[src/rtl/load_store_unit.sv]
// load_store_unit: memory-stage load/store unit. Turns RV32I byte/half/word
// loads and stores into word-aligned request/grant/response bus transactions
// with byte enables, formats returned load data, and stalls the pipeline
// until each access completes.
module load_store_unit (
    input  logic        clk,
    input  logic        rst,
    input  logic [31:0] addr_i,
    input  logic [31:0] wdata_i,
    input  logic [2:0]  funct3_i,
    input  logic        mem_read_i,
    input  logic        mem_write_i,
    output logic [31:0] rdata_o,
    output logic        stall_o,
    output logic        lsu_err_o,
    output logic        bus_req_o,
    output logic        bus_we_o,
    output logic [31:0] bus_addr_o,
    output logic [3:0]  bus_be_o,
    output logic [31:0] bus_wdata_o,
    input  logic        bus_gnt_i,
    input  logic        bus_rvalid_i,
    input  logic [31:0] bus_rdata_i
);

    typedef enum logic [1:0] {IDLE, REQ, WAIT, DONE} state_t;

    state_t      state;
    logic [1:0]  off_q;     // byte offset of the in-flight load
    logic [2:0]  f3_q;      // size/sign of the in-flight load
    logic        access;
    logic        bad;
    logic [3:0]  be_d;
    logic [31:0] wdata_d;
    logic [7:0]  byte_sel;
    logic [15:0] half_sel;
    logic [31:0] load_fmt;

    assign access    = mem_read_i | mem_write_i;
    assign stall_o   = ((state == IDLE) & access & ~bad) | (state == REQ) | (state == WAIT);
    assign lsu_err_o = (state == IDLE) & access & bad;

    // Reject misaligned halves/words, undefined funct3, unsigned stores and read+write
    always_comb begin
        bad = 1'b0;
        case (funct3_i)
            3'b000:  bad = 1'b0;
            3'b001:  bad = addr_i[0];
            3'b010:  bad = |addr_i[1:0];
            3'b100:  bad = mem_write_i;
            3'b101:  bad = mem_write_i | addr_i[0];
            default: bad = 1'b1;
        endcase
        if (mem_read_i && mem_write_i)
            bad = 1'b1;
    end

    // Byte enables and lane-replicated store data from size and offset
    always_comb begin
        be_d    = 4'b1111;
        wdata_d = wdata_i;
        case (funct3_i[1:0])
            2'b00: begin
                be_d    = 4'b0001 << addr_i[1:0];
                wdata_d = {4{wdata_i[7:0]}};
            end
            2'b01: begin
                be_d    = addr_i[1] ? 4'b1100 : 4'b0011;
                wdata_d = {2{wdata_i[15:0]}};
            end
            default: begin
                be_d    = 4'b1111;
                wdata_d = wdata_i;
            end
        endcase
    end

    // Lane select and sign/zero extension of returned read data
    always_comb begin
        case (off_q)
            2'd0:    byte_sel = bus_rdata_i[7:0];
            2'd1:    byte_sel = bus_rdata_i[15:8];
            2'd2:    byte_sel = bus_rdata_i[23:16];
            default: byte_sel = bus_rdata_i[31:24];
        endcase
        half_sel = off_q[1] ? bus_rdata_i[31:16] : bus_rdata_i[15:0];
        case (f3_q)
            3'b000:  load_fmt = {{24{byte_sel[7]}}, byte_sel};
            3'b001:  load_fmt = {{16{half_sel[15]}}, half_sel};
            3'b100:  load_fmt = {24'd0, byte_sel};
            3'b101:  load_fmt = {16'd0, half_sel};
            default: load_fmt = bus_rdata_i;
        endcase
    end

    // Access FSM with registered bus outputs and load result
    always_ff @(posedge clk) begin
        if (rst) begin
            state       <= IDLE;
            off_q       <= 2'd0;
            f3_q        <= 3'd0;
            rdata_o     <= 32'd0;
            bus_req_o   <= 1'b0;
            bus_we_o    <= 1'b0;
            bus_addr_o  <= 32'd0;
            bus_be_o    <= 4'd0;
            bus_wdata_o <= 32'd0;
        end else begin
            case (state)
                IDLE: begin
                    if (access && !bad) begin
                        state       <= REQ;
                        off_q       <= addr_i[1:0];
                        f3_q        <= funct3_i;
                        bus_req_o   <= 1'b1;
                        bus_we_o    <= mem_write_i;
                        bus_addr_o  <= {addr_i[31:2], 2'b00};
                        bus_be_o    <= be_d;
                        bus_wdata_o <= wdata_d;
                    end
                end
                REQ: begin
                    // rvalid coinciding with the grant is deliberately ignored
                    if (bus_gnt_i) begin
                        bus_req_o <= 1'b0;
                        state     <= bus_we_o ? DONE : WAIT;
                    end
                end
                WAIT: begin
                    if (bus_rvalid_i) begin
                        rdata_o <= load_fmt;
                        state   <= DONE;
                    end
                end
                default: state <= IDLE;  // DONE: inputs still show this op, don't re-accept
            endcase
        end
    end

endmodule

[config.mk]
export PLATFORM = sky130hd
export DESIGN_NAME = load_store_unit
export DESIGN_NICKNAME = d
export VERILOG_FILES = /design/src/rtl/load_store_unit.sv
export SDC_FILE = /design/constraint.sdc
export NUM_CORES = 1
export LEC_CHECK = 0
export CAP_MARGIN = 20
export CORE_UTILIZATION = 30
export CTS_CLUSTER_SIZE = 14
export DETAILED_ROUTE_END_ITERATION = 8
export PLACE_DENSITY = 0.56
export SYNTH_ARGS = -nofsm -noshare
export SYNTH_HDL_FRONTEND = slang
export SYNTH_SLANG_ARGS = --single-unit
[constraint.sdc]
create_clock -name clk -period 3.7 [get_ports clk]
set_input_delay 0.555 -clock clk [delete_from_list [all_inputs] [get_ports clk]]
set_output_delay 0.555 -clock clk [all_outputs]
set_load 0.02 [all_outputs]
==> out/metrics.csv <==
metric;value;unit
rows;46;
drtAntennaViolNets;0;
die_h;129;um
clockBufferDepth;2;
cts_max_level;3;
clockRootBuffer;clkbuf_16;
period_minus_slack;3110;ps
antenna_found_initial;0;
die_x;129;um
wl_per_cell;16.5;um
ys_top_cells_by_count;nand2_1, dfxtp_1, a21oi_1;
startpoint_type;input port;
worstRegToRegCells;4;
finalMaxSlewViolations;0;
port_buffers;206;
hold_violations;0;
worstSetupPathType;input port to output port;
fin_area;7340;sq um
p_leak;2.57;nW
reg2reg_to;rdata_o[8];
cp_max_fo;6;
maxCapViolations;0;
synth_cells;584;
synth_compound_area_share;22.2;%
clock_latency;350;ps
hpwlAfterDp;11600;um
max_slew.worst_pin.slew;908;ps
min_to;bus_addr_o[12];
period_share;84.1;%
avgSynthCellArea;8.29;sq um
yosys.area_share.simple;19.6;%
drive_above_1_share;4.69;%
relSlewSlack;39.5;%
setup-violations-final;0;
drc;0;
cts_buffers;9;
ys_ff_latch;107;
clkTransAtPathRegs;60;ps
cts_resized;0;
postCtsSetupBuffers;0;
ios;209;
ys_warn_count;0;
multi_input_area;2470;sq um
holdWs;455;ps
power.density;460;nW/um^2
grt_max_degree;91;
rsz0062_at_grt;false;
postRouteWirelength;16200;um
yosysTopAreaCellShare;44.2;%
overflow;0;
synth_top_area_cell;dfxtp_1;
ir_drop;0.220;mV
synth_edf_count;0;
core_region_area;15800;sq um
dr_total_vias;4850;
start_util;30.6;%
skew;6.22;ps
grt_usage;19.4;%
synth_area;4840;sq um
diodes;0;
end_kind;output port;
synthAdderAreaFrac;1.03;%
r2r_setup_slack;1140;ps
synth_most_common_cell;nand2_1;
critPathRequiredTime;3140;ps
nFillCells;1541;
seq_area_frac_synth;44.2;%
max_freq;321;MHz
cp.arrival;2560;ps
place_area;7040;sq um
status;finished clean;
async_reset_ff_share;0;%
ys.flop_type;dfxtp_1;
hold_path.class;flip-flop to flip-flop;
synth_mux_area_share;7.57;%
tns;0;ps
drtIter0Drc;225;
cts_sinks;107;
whs_path_depth;2;
nets;874;
cts_tree;done;
synth_xor_area_share;0;%
synth_top_family_by_area;compound AO/OA/AOI/OAI gates;
gp_congestion;0.850;
ys_types;51;
hp-start;bus_addr_o[12];
grt_pass1_wl;24900;um
rr_startpoint;off_q[1];
grt_pass1_vias;4608;
drtPass1Iterations;5;
synth.top_cells.by_area;dfxtp_1, nand2_1, a21oi_1;
area_growth;51.7;%
die_area;16600;sq um
seqCellArea;2140;sq um
avgViaCountPerCell;4.93;
cts-hold-fix-buffers;0;
-- layout by cell type (no fill, tap or decap), types with 4 or more instances in the layout --
| master | n |
|---|---|
| a211o_1 | 6 |
| a211oi_1 | 27 |
| a21oi_1 | 80 |
| and3b_1 | 7 |
| buf_4 | 8 |
| clkbuf_16 | 9 |
| clkdlybuf4s50_1 | 205 |
| dfxtp_1 | 107 |
| ha_1 | 4 |
| inv_1 | 7 |
| mux2i_1 | 34 |
| nand2_1 | 124 |
| nand2b_1 | 4 |
| nand3b_1 | 8 |
| nor2_1 | 28 |
| nor3_1 | 17 |
| o211ai_1 | 9 |
| o21ai_0 | 34 |
| or3_1 | 7 |
-- layer usage --
metal / wire length, um / up-vias / global-route usage (%) / part of all wire (%)
met5: 0 / - / 0 / 0
met4: 250 / 0 / 7.40 / 1.5
met3: 1220 / 14 / 4.71 / 7.5
met2: 7480 / 175 / 31.6 / 46
met1: 7250 / 2258 / 24.8 / 45
li1: - / 2403 / - / -
-- registers in the layout, indices dropped and copies added (netlist names) --
| signal | flops |
|---|---|
| rdata_o | 32 |
| bus_req_o | 1 |
| f3_q | 3 |
| bus_we_o | 1 |
| bus_be_o | 4 |
| bus_wdata_o | 32 |
| off_q | 2 |
| state | 2 |
| bus_addr_o | 30 |
-- report_power, final --
part,total (mW),switching [mW],internal (mW)
registers,1.36,0.0833,1.28
clock network,0.975,0.424,0.551
logic,1.04,0.554,0.491
total,3.38,1.06,2.32
-- layout make-up --
| class | instances | share of cell area [%] |
|---|---|---|
| Clock buffer | 11 | 3.44 |
| Clock inverter | 2 | 0.511 |
| Sequential cell | 107 | 29.2 |
| Multi-Input combinational cell | 423 | 33.7 |
| Timing Repair Buffer | 215 | 29.0 |
| Inverter | 9 | 0.460 |
| Tap cell | 216 | 3.68 |
-- critical path: stages --
cell and delay [ps]:
clkdlybuf4s50_1 600, a21oi_1 110, buf_4 160, o221a_4 240, or3_1 310, clkdlybuf4s50_1 570
-- worst max path at each step --
stage,start,to,slack [ps],cells past startpoint
final,addr_i[0],stall_o,590,6
after global routing,funct3_i[2],stall_o,490,5
after CTS,addr_i[0],stall_o,560,6
after detailed placement,addr_i[0],stall_o,560,6
after global placement,funct3_i[2],stall_o,580,5
after floorplan,mem_write_i,stall_o,1620,4
-- cells by family after synthesis --
family                   count (synthesis)
AND/OR/NAND/NOR                        206
AO/OA/AOI/OAI                          175
flip-flops                             107
buffers and inverters                   55
multiplexers                            36
adder cells (fa/ha/maj)                  4
other                                    1
-- through the flow --
step / util [%] / worst slack [ps] / std cells / power [mW]
finish: 46.4 / 587 / 983 / 3.38
global route: 46.4 / 492 / 983 / 3.56
CTS: 46.3 / 559 / 982 / 3.42
detailed placement: 44.5 / 560 / 969 / 2.43
global placement: 44.5 / 583 / 969 / 2.41
floorplan: - / 1620 / 585 / 1.94
(Power assumes the default switching activity.)
